[src/rtl/hazard_pkg.sv]
// Shared types and helpers for the pipeline hazard controller.
// The forwarding priority lives here so it is written once for both operands.
package hazard_pkg;

   typedef enum logic [1:0] {
      FWD_NONE = 2'b00,
      FWD_WB   = 2'b01,
      FWD_MEM  = 2'b10
   } fwd_sel_e;

   typedef enum logic {
      RUN  = 1'b0,
      WAIT = 1'b1
   } hz_state_e;

   localparam logic [4:0] REG_ZERO = 5'd0;

   // The younger producer in M wins over W; x0 is hardwired and never forwards.
   function automatic fwd_sel_e fwd_pick(
      input logic [4:0] rs,
      input logic [4:0] rd_m,
      input logic       we_m,
      input logic [4:0] rd_w,
      input logic       we_w
   );
      fwd_sel_e sel;
      if (we_m && (rd_m != REG_ZERO) && (rd_m == rs)) begin
         sel = FWD_MEM;
      end else if (we_w && (rd_w != REG_ZERO) && (rd_w == rs)) begin
         sel = FWD_WB;
      end else begin
         sel = FWD_NONE;
      end
      return sel;
   endfunction

endpackage

[src/rtl/forward_unit.sv]
// Combinational EX-stage operand forwarding selects for both source operands.
module forward_unit
   import hazard_pkg::*;
(
   input  logic [4:0] rs1E_i,
   input  logic [4:0] rs2E_i,
   input  logic [4:0] rdM_i,
   input  logic [4:0] rdW_i,
   input  logic       regwriteM_i,
   input  logic       regwriteW_i,
   output logic [1:0] fwdA_o,
   output logic [1:0] fwdB_o
);

   // Forward select for operand A and operand B
   always_comb begin
      fwdA_o = fwd_pick(rs1E_i, rdM_i, regwriteM_i, rdW_i, regwriteW_i);
      fwdB_o = fwd_pick(rs2E_i, rdM_i, regwriteM_i, rdW_i, regwriteW_i);
   end

endmodule

[src/rtl/hazard_ctrl_unit.sv]
// Central hazard controller: stall/flush generation, data-memory wait-state
// sequencing, EX forwarding selects and a saturating stall-cycle counter.
module hazard_ctrl_unit
   import hazard_pkg::*;
#(
   parameter int MEM_LAT = 3,
   parameter int PERF_W  = 16
) (
   input  logic              clk_i,
   input  logic              rst_i,
   input  logic [4:0]        rs1D_i,
   input  logic [4:0]        rs2D_i,
   input  logic [4:0]        rs1E_i,
   input  logic [4:0]        rs2E_i,
   input  logic [4:0]        rdE_i,
   input  logic [4:0]        rdM_i,
   input  logic [4:0]        rdW_i,
   input  logic              memreadE_i,
   input  logic              regwriteM_i,
   input  logic              regwriteW_i,
   input  logic              memreqM_i,
   input  logic              pcsrcE_i,
   output logic              stallF_o,
   output logic              stallD_o,
   output logic              stallE_o,
   output logic              stallM_o,
   output logic              flushD_o,
   output logic              flushE_o,
   output logic              flushW_o,
   output logic [1:0]        fwdAE_o,
   output logic [1:0]        fwdBE_o,
   output logic [PERF_W-1:0] stall_cnt_o
);

   localparam int               CNT_W       = 5;
   localparam logic [CNT_W-1:0] WAIT_INIT   = CNT_W'(MEM_LAT - 2);
   localparam logic             MULTI_CYCLE = (MEM_LAT > 1);
   localparam logic [PERF_W-1:0] PERF_MAX   = {PERF_W{1'b1}};

   hz_state_e        r_state;
   hz_state_e        w_state_nxt;
   logic [CNT_W-1:0] r_wait_cnt;
   logic [CNT_W-1:0] w_wait_cnt_nxt;
   logic [PERF_W-1:0] r_stall_cnt;
   logic             w_mem_stall;
   logic             w_lwstall;
   logic [1:0]       w_fwdA;
   logic [1:0]       w_fwdB;

   forward_unit u_forward_unit (
      .rs1E_i      (rs1E_i),
      .rs2E_i      (rs2E_i),
      .rdM_i       (rdM_i),
      .rdW_i       (rdW_i),
      .regwriteM_i (regwriteM_i),
      .regwriteW_i (regwriteW_i),
      .fwdA_o      (w_fwdA),
      .fwdB_o      (w_fwdB)
   );

   assign w_lwstall = memreadE_i && (rdE_i != REG_ZERO) &&
                      ((rdE_i == rs1D_i) || (rdE_i == rs2D_i));

   // Wait-state sequencing: the access stalls MEM_LAT-1 cycles, then leaves M
   always_comb begin
      w_state_nxt    = r_state;
      w_wait_cnt_nxt = r_wait_cnt;
      w_mem_stall    = 1'b0;
      case (r_state)
         RUN: begin
            if (memreqM_i && MULTI_CYCLE) begin
               w_mem_stall    = 1'b1;
               w_state_nxt    = WAIT;
               w_wait_cnt_nxt = WAIT_INIT;
            end else begin
               w_state_nxt = RUN;
            end
         end
         WAIT: begin
            if (r_wait_cnt != {CNT_W{1'b0}}) begin
               w_mem_stall    = 1'b1;
               w_wait_cnt_nxt = r_wait_cnt - CNT_W'(1);
            end else begin
               w_state_nxt = RUN;
            end
         end
         default: begin
            w_state_nxt    = RUN;
            w_wait_cnt_nxt = {CNT_W{1'b0}};
         end
      endcase
   end

   // Stall/flush priority; a held-off branch or load-use re-evaluates once E unfreezes
   always_comb begin
      stallF_o = 1'b0;
      stallD_o = 1'b0;
      stallE_o = 1'b0;
      stallM_o = 1'b0;
      flushD_o = 1'b0;
      flushE_o = 1'b0;
      flushW_o = 1'b0;
      fwdAE_o  = 2'b00;
      fwdBE_o  = 2'b00;
      if (rst_i) begin
         fwdAE_o = w_fwdA;
         fwdBE_o = w_fwdB;
         if (w_mem_stall) begin
            stallF_o = 1'b1;
            stallD_o = 1'b1;
            stallE_o = 1'b1;
            stallM_o = 1'b1;
            flushW_o = 1'b1;
         end else if (pcsrcE_i) begin
            flushD_o = 1'b1;
            flushE_o = 1'b1;
         end else if (w_lwstall) begin
            stallF_o = 1'b1;
            stallD_o = 1'b1;
            flushE_o = 1'b1;
         end else begin
            flushW_o = 1'b0;
         end
      end else begin
         fwdAE_o = 2'b00;
         fwdBE_o = 2'b00;
      end
   end

   // State, wait counter and saturating stall-cycle counter
   always_ff @(posedge clk_i or negedge rst_i) begin
      if (!rst_i) begin
         r_state     <= RUN;
         r_wait_cnt  <= {CNT_W{1'b0}};
         r_stall_cnt <= {PERF_W{1'b0}};
      end else begin
         r_state    <= w_state_nxt;
         r_wait_cnt <= w_wait_cnt_nxt;
         if (stallF_o && (r_stall_cnt != PERF_MAX)) begin
            r_stall_cnt <= r_stall_cnt + PERF_W'(1);
         end else begin
            r_stall_cnt <= r_stall_cnt;
         end
      end
   end

   assign stall_cnt_o = r_stall_cnt;

endmodule

[config.mk]
export PLATFORM = sky130hd
export DESIGN_NAME = hazard_ctrl_unit
export DESIGN_NICKNAME = d
export VERILOG_FILES = /design/src/rtl/hazard_pkg.sv /design/src/rtl/forward_unit.sv /design/src/rtl/hazard_ctrl_unit.sv
export SDC_FILE = /design/constraint.sdc
export NUM_CORES = 1
export LEC_CHECK = 0
export BUFFER_PORTS_ARGS = -buffer_cell sky130_fd_sc_hd__buf_2
export CAP_MARGIN = 20
export CORE_MARGIN = 2
export CORE_UTILIZATION = 43
export CTS_CLUSTER_DIAMETER = 200
export DETAILED_ROUTE_END_ITERATION = 6
export HOLD_SLACK_MARGIN = 0.08
export PLACE_DENSITY = 0.86
export SLEW_MARGIN = 5
export SYNTH_ARGS = -nofsm -noshare
export SYNTH_HDL_FRONTEND = slang
export SYNTH_SLANG_ARGS = --single-unit
[constraint.sdc]
create_clock -name clk_i -period 1.7 [get_ports clk_i]
set_input_delay 0.17 -clock clk_i [delete_from_list [all_inputs] [get_ports clk_i]]
set_output_delay 0.17 -clock clk_i [all_outputs]
set_load 0.01 [all_outputs]
==> flow_summary.yaml <==
run_status:
  status: "complete, but fails checks"
  failed_checks: "setup timing"
timing:
  rsz0062_at_grt: "true"
  slew_viol_final: 0
  max_freq_mhz: 457
  finalCritPeriodShare: 1.29
  hold_viol_final: 0
  finalSetupViolCount: 27
  timing.hold.ws_ps: 142
  relSlewSlack: 0.609
  finalWorstSetupSlack_ps: -490
  finClkSkew_ps: 5.45
  worst_pin_slew_ps: 586
  min_period_ps: 2190
critical_path:
  setup.worst_path.start_class: "flip-flop"
  crit_path_end_kind: "output pin"
  worstPathRequired_ps: 1530
  cp_max_fo: 3
  critPathKind: "reg2out"
  worstPathArrival_ps: 2020
die:
  std_cell_rows: 21
  fp.dieW_um: 64.1
  die_h_um: 64.1
  top_level_ports: 69
  coreArea_mm2: 0.00342
  die-area_mm2: 0.00411
  initial_core_util: 0.455
yosys:
  synthMuxAreaShare: 0.0145
  synth_ff_type: "dfrtp_1"
  synth-compound-area-share: 0.0660
  synth-seq-cells: 22
  synthSimpleGateAreaFrac: 0.233
  synth.distinct_cells: 33
  syn_inst: 164
  syn_nets: 209
  synth_xor_area_frac: 0.265
  synth_top_family_by_area: "XOR/XNOR gates"
  avgSynthCellArea_um2: 9.48
  async_flop_share: 1.00
  synth-edff-count: 0
  yosysSeqAreaShare: 0.354
  synth_area_leaders: "dfrtp_1 35%, xor2_1 15%, xnor2_1 11%, and3_1 3.2%, nand4_1 3.2%"
  ys_warn_count: 0
  synth-adder-area-share: 0.0241
  synth_top_cell_area_share: 0.354
  synth_area_mm2: 0.00156
  synth_top_area_cell: "dfrtp_1"
route:
  wl_met1_mm: 1.88
  top_layer: "met4"
  firstDrtPassIters: 4
  route.met3.wl_um: 228
  wire_per_inst_um: 14.3
  dr_wl_met2_mm: 2.32
  detail_route.vias_per_cell: 5.14
  drt_wl_total_mm: 4.52
  drtAntennaViolNets: 0
  drcViolationCount: 0
  dr_total_vias: 1629
  drtIter0Drc: 88
placement:
  portBuffers: 68
  hpwlAfterDp_mm: 3.36
  dpl_cell_area_mm2: 0.00216
  gp_congestion: 0.967
clocking:
  numClockSinks: 22
  htree_levels: 1
  cts_tree: "done"
  clk_pin_slew_ps: 120
  cts.path.max_buffers: 2
  clock_latency_ps: 320
  cts_buffers: 3
  cts-root-buf: "clkbuf_4"
power_and_ir_drop:
  ir_drop_uv: 660
  p_leak_nw: 1.22
  power_density_mw_per_mm2: 1130
global_routing:
  grt_pass1_wl_mm: 6.82
  grt_pass1_vias: 1596
  track_usage: 0.211
  antenna_found_initial: 0
  grt_max_degree: 16
  grt_overflow: 0
finish:
  final_nets: 317
  finalInstanceArea_mm2: 0.00240
  syn2layout_area_growth_pct: 54.1
  antenna_cells: 0
  drive_gt1_frac: 0.520
  final_core_util: 0.702
hold_path:
  min_path_type: "in2async"
job:
  drv_cap: 0
==> cells in the final DEF, fill, tap and decap left out, types with 2 or more instances in the layout <==
| cell | instances |
|---|---|
| xor2_1 | 27 |
| ha_1 | 2 |
| clkbuf_4 | 3 |
| nor3_1 | 3 |
| buf_2 | 65 |
| o21ai_2 | 3 |
| nor4_1 | 2 |
| xnor2_1 | 20 |
| buf_6 | 7 |
| and2_1 | 3 |
| nand2_1 | 8 |
| nor2_1 | 5 |
| inv_1 | 2 |
| and3_1 | 7 |
| o21ai_0 | 3 |
| inv_2 | 4 |
| or4_1 | 3 |
| and4_1 | 2 |
| nor4_2 | 2 |
| or4_4 | 2 |
| nand3_1 | 6 |
| dfrtp_1 | 22 |
| buf_4 | 36 |
| nand4_1 | 8 |
==> sequential cells by signal, summed over array words and instances, names as in the netlist <==
| register | flops |
|---|---|
| r_state | 1 |
| r_wait_cnt | 5 |
| stall_cnt_o | 16 |
==> per-stage QoR <==
stage          setup TNS (ps)  setup slack [ps]  power, mW  instances
2_1_floorplan           -2820              -211       1.43        164
3_3_place_gp            -3470              -263       1.97        304
3_5_place_dp            -6560              -400       2.03        304
4_1_cts                 -9350              -478       2.44        313
5_1_grt                -11770              -546       2.88        317
6_report                -9960              -490       2.72        317
==> routing by layer <==
metal,global-route usage,vias to the layer above
li1,-,786
met1,0.241,771
met2,0.387,62
met3,0.0475,10
met4,0.0665,0
met5,0,-
==> power by group <==
part           internal, mW  switching, mW  leakage (nW)  total [mW]
clock network         0.131          0.163        0.0210       0.295
registers             0.668         0.0894         0.285       0.758
logic                 0.860          0.804         0.916        1.66
total                  1.66           1.06          1.22        2.72
==> synth_stat cells (all sizes together) (2+ instances only) <==
library cell   n
a21oi          2
and2           4
and3           8
and4           3
buf            5
clkbuf         2
dfrtp         22
ha             3
inv            6
mux2           2
nand2         10
nand3          7
nand4          8
nor2           7
nor3           4
nor4           4
o211ai         2
o21ai          6
or4            5
xnor2         20
xor2          27
==> path summary, 6_finish.rpt <==
path                                  from               to  slack, ps  cells after the start
min reg2reg                stall_cnt_o[15]  stall_cnt_o[15]        510                      1
max in group asynchronous            rst_i    r_wait_cnt[3]       1410                      3
max                          r_wait_cnt[1]         stallD_o       -490                      7
max reg2reg                  r_wait_cnt[1]   stall_cnt_o[1]       -450                      8
min in group clk_i               memreqM_i    r_wait_cnt[3]        190                      4
min                                  rst_i  stall_cnt_o[15]        140                      3
==> critical path, cell delays in order (launching register included) <==
cell and delay (ps):
dfrtp_1 410, inv_2 90, ha_4 120, or4b_4 480, o211ai_4 230, o21ai_2 90
buf_4 170, buf_6 110
==> final cells by class <==
| cell class | count | area [µm²] |
|---|---|---|
| clock buffer | 4 | 36.3 |
| sequential | 22 | 551 |
| inverter | 6 | 22.5 |
| fill | 262 | 1020 |
| multi-input combinational | 130 | 1040 |
| tap | 46 | 57.6 |
| timing repair buffer | 109 | 687 |
==> repair_timing <==
item,CTS,global route
setup buffers,4,4
gates resized for setup,8,26
hold buffers,1,0
endpoints found under the setup margin,30,30
pin swaps,6,21
gates cloned,0,1
hold endpoints to repair,22,0
==> kinds of logic (layout without fill, tap and decap cells) <==
logic type	Yosys count	count (layout)
fa+ha+maj	3	3
buf+inv	13	119
mux	2	2
xor+xnor	47	47
compound gates	14	15
simple gates	63	63
flops	22	22
Power figures use the tool's default switching activity.
